`src/rtl/pcpu_pkg.sv`:
```
// Shared pipeline types for the pcpu core.
// Data-memory access encodings, write-back select codes and stage bundles.
package pcpu_pkg;

  localparam int DM_CTRL_W = 3;

  localparam logic [DM_CTRL_W-1:0] DM_WORD   = 3'b000;
  localparam logic [DM_CTRL_W-1:0] DM_HALF   = 3'b001;
  localparam logic [DM_CTRL_W-1:0] DM_HALF_U = 3'b010;
  localparam logic [DM_CTRL_W-1:0] DM_BYTE   = 3'b011;
  localparam logic [DM_CTRL_W-1:0] DM_BYTE_U = 3'b100;

  localparam logic [1:0] WD_ALU = 2'b00;
  localparam logic [1:0] WD_MEM = 2'b01;
  localparam logic [1:0] WD_PC4 = 2'b10;

  typedef enum logic {
    S_IDLE = 1'b0,
    S_WAIT = 1'b1
  } state_t;

  typedef struct packed {
    logic [31:0]          pc;
    logic [4:0]           rd;
    logic [31:0]          rd2;
    logic [DM_CTRL_W-1:0] ctrl;
    logic                 rw;
    logic                 mem_w;
    logic [31:0]          alu;
    logic [1:0]           wdsel;
  } mem_t;

  typedef struct packed {
    logic [31:0] pc;
    logic [4:0]  rd;
    logic        rw;
    logic [31:0] wd;
  } wb_t;

endpackage

```
`src/rtl/dm_align.sv`:
```
// Byte-lane alignment for data-memory stores and loads.
// Pure combinational: lanes, byte enables, load extend, misalign flag.
module dm_align
  import pcpu_pkg::*;
(
  input  logic [DM_CTRL_W-1:0] ctrl,
  input  logic [1:0]           addr_lo,
  input  logic [31:0]          st_data,
  input  logic [31:0]          rdata,
  output logic [3:0]           be,
  output logic [31:0]          wdata,
  output logic [31:0]          ld_data,
  output logic                 misalign
);

  logic        is_byte;
  logic        is_half;
  logic        is_sgn;
  logic [31:0] sh;

  assign is_byte = (ctrl == DM_BYTE) | (ctrl == DM_BYTE_U);
  assign is_half = (ctrl == DM_HALF) | (ctrl == DM_HALF_U);
  assign is_sgn  = (ctrl == DM_BYTE) | (ctrl == DM_HALF);
  assign sh      = rdata >> {addr_lo, 3'b000};

  always_comb begin
    be       = 4'b1111;
    wdata    = st_data;
    ld_data  = rdata;
    misalign = 1'b0;
    unique case (1'b1)
      is_byte: begin
        be      = 4'b0001 << addr_lo;
        wdata   = {4{st_data[7:0]}};
        ld_data = {{24{is_sgn & sh[7]}}, sh[7:0]};
      end
      is_half: begin
        be       = 4'b0011 << addr_lo;
        wdata    = {2{st_data[15:0]}};
        ld_data  = {{16{is_sgn & sh[15]}}, sh[15:0]};
        misalign = addr_lo[0];
      end
      default: begin
        misalign = |addr_lo;
      end
    endcase
  end

endmodule

```
`src/rtl/mem_wb_stage.sv`:
```
// Memory-access stage and MEM/WB register with req/ack data port.
// Holds the access across wait states and snapshots WB on interrupts.
module mem_wb_stage
  import pcpu_pkg::*;
(
  input  logic                 clk,
  input  logic                 reset,
  input  logic                 INT_detected,
  input  logic                 INT_restore,
  input  logic [31:0]          MEM_PC,
  input  logic [4:0]           MEM_rd,
  input  logic [31:0]          MEM_RD2,
  input  logic [DM_CTRL_W-1:0] MEM_dm_ctrl,
  input  logic                 MEM_RegWrite,
  input  logic                 MEM_mem_w,
  input  logic [31:0]          MEM_aluout,
  input  logic [1:0]           MEM_WDSel,
  output logic                 dm_req,
  output logic                 dm_we,
  output logic [31:0]          dm_addr,
  output logic [3:0]           dm_be,
  output logic [31:0]          dm_wdata,
  input  logic [31:0]          dm_rdata,
  input  logic                 dm_ack,
  output logic                 MEM_stall,
  output logic                 MEM_misalign,
  output logic [31:0]          WB_PC,
  output logic [4:0]           WB_rd,
  output logic                 WB_RegWrite,
  output logic [31:0]          WB_WD
);

  state_t state_q, state_d;
  mem_t   hold_q, hold_d;
  wb_t    wb_q, wb_d;
  wb_t    bk_q, bk_d;
  logic   int_q;

  mem_t        in_b;
  mem_t        cur;
  wb_t         res;
  logic        in_wait;
  logic        is_mem;
  logic        start;
  logic        mis;
  logic        req;
  logic [3:0]  al_be;
  logic [31:0] al_wdata;
  logic [31:0] al_ld;
  logic        al_mis;

  always_comb begin
    in_b.pc    = MEM_PC;
    in_b.rd    = MEM_rd;
    in_b.rd2   = MEM_RD2;
    in_b.ctrl  = MEM_dm_ctrl;
    in_b.rw    = MEM_RegWrite;
    in_b.mem_w = MEM_mem_w;
    in_b.alu   = MEM_aluout;
    in_b.wdsel = MEM_WDSel;
  end

  // In WAIT the held copy drives the port so upstream may change freely.
  assign in_wait = (state_q == S_WAIT);
  assign cur     = in_wait ? hold_q : in_b;
  assign is_mem  = cur.mem_w | (cur.wdsel == WD_MEM);
  assign start   = ~in_wait & is_mem & ~INT_detected & ~INT_restore;
  assign mis     = start & al_mis;
  assign req     = reset & (in_wait | (start & ~al_mis));

  dm_align u_align (
    .ctrl     (cur.ctrl),
    .addr_lo  (cur.alu[1:0]),
    .st_data  (cur.rd2),
    .rdata    (dm_rdata),
    .be       (al_be),
    .wdata    (al_wdata),
    .ld_data  (al_ld),
    .misalign (al_mis)
  );

  assign dm_req       = req;
  assign dm_we        = req & cur.mem_w;
  assign dm_addr      = req ? {cur.alu[31:2], 2'b00} : 32'h0;
  assign dm_be        = req ? al_be : 4'b0000;
  assign dm_wdata     = req ? al_wdata : 32'h0;
  assign MEM_stall    = req & ~dm_ack;
  assign MEM_misalign = reset & mis;

  always_comb begin
    res.pc = cur.pc;
    res.rd = cur.rd;
    res.rw = cur.rw & ~mis;
    unique case (1'b1)
      (cur.wdsel == WD_MEM): res.wd = al_ld;
      (cur.wdsel == WD_PC4): res.wd = cur.pc + 32'd4;
      default:               res.wd = cur.alu;
    endcase
  end

  always_comb begin
    state_d = state_q;
    hold_d  = hold_q;
    unique case (state_q)
      S_IDLE: begin
        if (req & ~dm_ack) begin
          state_d = S_WAIT;
          hold_d  = in_b;
        end
      end
      S_WAIT: begin
        if (dm_ack) state_d = S_IDLE;
      end
      default: state_d = S_IDLE;
    endcase
  end

  // An access finishing under an interrupt lands in the backup only.
  always_comb begin
    wb_d = wb_q;
    bk_d = bk_q;
    if (INT_detected) begin
      if (in_wait) begin
        if (dm_ack) bk_d = res;
      end else if (!int_q) begin
        bk_d = wb_q;
      end
    end else if (INT_restore) begin
      wb_d = bk_q;
    end else if (MEM_stall) begin
      wb_d = '0;
    end else begin
      wb_d = res;
    end
  end

  always_ff @(posedge clk or negedge reset) begin
    if (!reset) begin
      state_q <= S_IDLE;
      hold_q  <= '0;
      wb_q    <= '0;
      bk_q    <= '0;
      int_q   <= 1'b0;
    end else begin
      state_q <= state_d;
      hold_q  <= hold_d;
      wb_q    <= wb_d;
      bk_q    <= bk_d;
      int_q   <= INT_detected;
    end
  end

  assign WB_PC       = INT_detected ? 32'h0 : wb_q.pc;
  assign WB_rd       = INT_detected ? 5'h0 : wb_q.rd;
  assign WB_RegWrite = ~INT_detected & wb_q.rw;
  assign WB_WD       = INT_detected ? 32'h0 : wb_q.wd;

endmodule
```
`config.mk`:
```
export PLATFORM = sky130hd
export DESIGN_NAME = mem_wb_stage
export DESIGN_NICKNAME = d
export VERILOG_FILES = /design/src/rtl/pcpu_pkg.sv /design/src/rtl/dm_align.sv /design/src/rtl/mem_wb_stage.sv
export SDC_FILE = /design/constraint.sdc
export NUM_CORES = 1
export LEC_CHECK = 0
export ABC_AREA = 1
export CORE_MARGIN = 1
export CORE_UTILIZATION = 24
export CTS_CLUSTER_SIZE = 8
export DETAILED_ROUTE_END_ITERATION = 12
export GPL_ROUTABILITY_DRIVEN = 0
export PLACE_DENSITY = 0.42
export SYNTH_ARGS = -nofsm -noshare
export SYNTH_HDL_FRONTEND = slang
export SYNTH_SLANG_ARGS = --single-unit
```
`constraint.sdc`:
```
create_clock -name clk -period 2.6 [get_ports clk]
set_input_delay 0.26 -clock clk [delete_from_list [all_inputs] [get_ports clk]]
set_output_delay 0.26 -clock clk [all_outputs]
set_load 0.01 [all_outputs]
```
==> reports/metrics.cfg <==
[job]
cap_violations = 0

[power]
power_mw = 18.6
powerDensity_nw_per_um2 = 729
vdd_drop_max_uv = 450
power.leakage_nw = 12.1

[timing]
fin_crit_ns = 3.04
clock.fmax_mhz = 329
slew_headroom = 0.299
slew_viol_final = 0
setup-tns-final_ns = -72.99
worst-slew-pin-transition_ns = 1.05
worst_slack_ns = -0.436
fin_skew_ns = 0.0157
rsz0062_at_grt = true
setup_viol = 275
hold_viol_final = 0
post-route-period-util = 1.17

[status]
status = finished, violations left
violations = setup timing

[routing]
wl_met3_um = 4560
routed-wl-met2_um = 35600
ant_nets = 0
viasPerCell = 4.76
drc = 0
maxUsedRoutingLayer = met5
wl_per_cell_um = 20.5
drt_first_iter_violations = 1075
drt_wl_total_um = 76100
num_vias = 17700
wl_met1_um = 33200
dr.pass1.iters = 5

[critical_path]
worstSetupStartpointType = register
worst-path-buf-inv = 4
crit_path_end_kind = primary output
cp_slowest_cell = dfrtp_4
cp.arrival_ns = 2.78
crit_required_ns = 2.34
critPathKind = register to primary output
cp_top_family = simple AND/OR/NAND/NOR gates
cpMostUsedCell = nand2_4
crit_chain = buf_12, nand2_8, inv_4, nor2_4, nand2_4, nand2_4, nand2_4, nand2_4, nand2_4, nand2_2, nand2_2, nand2_4, nand2_8, clkinv_8, o21ai_2, a31oi_2, buf_2
critPathMaxFanout = 7
cpPeakStageDelay_ns = 0.57

[worst_hold_path]
holdCritPathClass = input port to async pin

[synthesis]
synth_area_um2 = 15600
synth.largest_area_cell = dfrtp_1
synth_top_cell_area_share = 0.401
yosys-top-cells-count = nand2_1 (792), nor2_1 (290), dfrtp_1 (250)
synth_edf_count = 0
ys_async_sr_fraction = 1.00
ys_top_cells_by_area = dfrtp_1 (40%), nand2_1 (19%), nor2_1 (7.0%)
synthCells = 2376
synthMostInstantiatedCell = nand2_1
yosysSeqAreaShare = 0.401
avgSynthCellArea_um2 = 6.56
yosys_warnings = 0
yosysUniqueCellTypes = 37
yosys_most_used_dff = dfrtp_1
ys_ff_latch = 250

[clock_network]
cts_inserted_buffers = 38
htreeDepth = 2
cts_sinks = 250
clockRootBuffer = clkbuf_16
clk_pin_slew_ns = 0.06
worstSkewPairLatency_ns = 0.55
cts_max_path_buffers = 3
tritoncts = yes

[place]
dp_hpwl_um = 48600
io_buffers = 284

[die]
ios = 287
die-width_um = 257
core_area_um2 = 64300
die_area_um2 = 66000
fp.dieH_um = 257
start_util = 0.242
num_rows = 93

[global_routing]
grt_max_degree = 140
grt_pass1_vias = 17000
grt_pass1_wl_um = 107000
grt.total_usage = 0.215
antenna_found_initial = 12
grt_overflow = 0

[cells_and_area]
synthToLayoutAreaGrowth_pct = 63.4
multi_input_area_um2 = 9970
nFillCells = 6732
finalNetCount = 3003
regArea_um2 = 6260
layout-drive-gt1-share = 0.321

## per-stage QoR
step                      hold slack [ns]  cells  instance area (um2)   util  setup slack (ns)
final                               0.117   3722                25500  0.396            -0.436
after global routing                0.111   3721                25500  0.396            -0.559
after CTS                           0.102   3652                22500  0.350            -0.487
after detailed placement           0.0891   3560                20500  0.319            -0.413
after global placement             0.0863   3560                20500  0.319            -0.377
after floorplan                   -0.0356   2377                15700      -           -0.0123
## power by group
part	total (mW)	leakage [nW]	switching, mW	internal, mW
Sequential	6.26	3.07	1.00	5.26
Combinational	7.59	8.54	4.24	3.35
Clock	4.73	0.532	1.90	2.83
## worst register-to-register path: cells and delay by family (launching register included)
kind	cells	cell delay, ns
AND/OR/NAND/NOR	3	0.21
XOR/XNOR	1	0.17
flip-flops	1	0.57
adder cells (fa/ha/maj)	1	0.14
AO/OA/AOI/OAI	4	0.62
buffers and inverters	8	1.12
## sequential cells by signal, indices dropped and copies added (netlist names)
| signal | cells |
|---|---|
| in_wait | 1 |
| wb_q | 70 |
| hold_q | 108 |
| int_q | 1 |
| bk_q | 70 |
## final timing paths
| check | to | start | slack [ns] | depth (start not counted) |
|---|---|---|---|---|
| min in group clk | hold_q[53]$_DFFE_PN0P_ | MEM_RD2[14] | 0.27 | 3 |
| hold reg to reg | bk_q[18]$_DFFE_PN0P_ | bk_q[18]$_DFFE_PN0P_ | 0.47 | 2 |
| setup / recovery | dm_wdata[24] | in_wait$_DFF_PN0_ | -0.44 | 17 |
| setup reg to reg | wb_q[8]$_DFFE_PN0N_ | in_wait$_DFF_PN0_ | -0.31 | 17 |
| hold / removal | hold_q[81]$_DFFE_PN0P_ | reset | 0.12 | 2 |
| max in group asynchronous | hold_q[73]$_DFFE_PN0P_ | reset | 0.99 | 4 |
## routing by layer
metal | vias up | global-route usage
li1 | 8499 | -
met1 | 8559 | 0.284
met2 | 517 | 0.338
met3 | 136 | 0.0491
met4 | 18 | 0.0875
met5 | - | 0
## repair_timing
| item | in CTS | in global routing |
|---|---|---|
| endpoints found under the hold margin | 77 | 0 |
| pin swaps | 21 | 138 |
| gates resized for setup | 437 | 623 |
| cloned | 17 | 28 |
| buffers inserted | 25 | 51 |
| endpoints found under the setup margin | 276 | 279 |
| hold buffers | 1 | 0 |
## cells by family (layout without fill, tap and decap cells)
family	after synthesis	after routing	share of synthesized area
simple gates	1269	1269	0.326
fa+ha+maj	3	3	0.00241
xor+xnor	1	1	0.000562
other cells	1	5	0.000240
flops	250	250	0.401
compound gates	464	464	0.155
buf+inv	371	858	0.104
mux	17	17	0.0109
## cell type report
type,count,share of cell area
Tap cell,855,0.0420
Timing Repair inverter,3,0.00142
Timing Repair Buffer,588,0.242
Antenna cell,3,0.000295
Sequential cell,250,0.246
Clock inverter,4,0.00265
Inverter,218,0.0354
Clock buffer,45,0.0400
Multi-Input combinational cell,1756,0.391
## cells in the final DEF (no fill, tap or decap), types with 4 or more instances in the layout
master and count:
o21ai_2 43, buf_8 17, a31oi_1 6, dfrtp_1 249
o21ai_4 10, nand3_1 93, a21oi_1 175, buf_12 26
nand2_1 556, nand2_4 104, inv_4 5, o211ai_1 5
inv_2 7, nor2_2 31, nand4_1 4, buf_2 67
buf_16 19, nand2_8 7, o21ai_1 43, inv_1 200
o21ai_0 135, nand2_2 135, clkinv_8 4, mux2i_1 15
clkdlybuf4s50_1 211, a21oi_2 26, nand3_2 40, clkbuf_16 59
o21bai_1 6, a211oi_1 8, clkbuf_1 4, nor2_4 37
buf_6 47, nand3_4 5, buf_4 177, nor2_1 225
or2_2 24
Power figures use the tool's default switching activity.
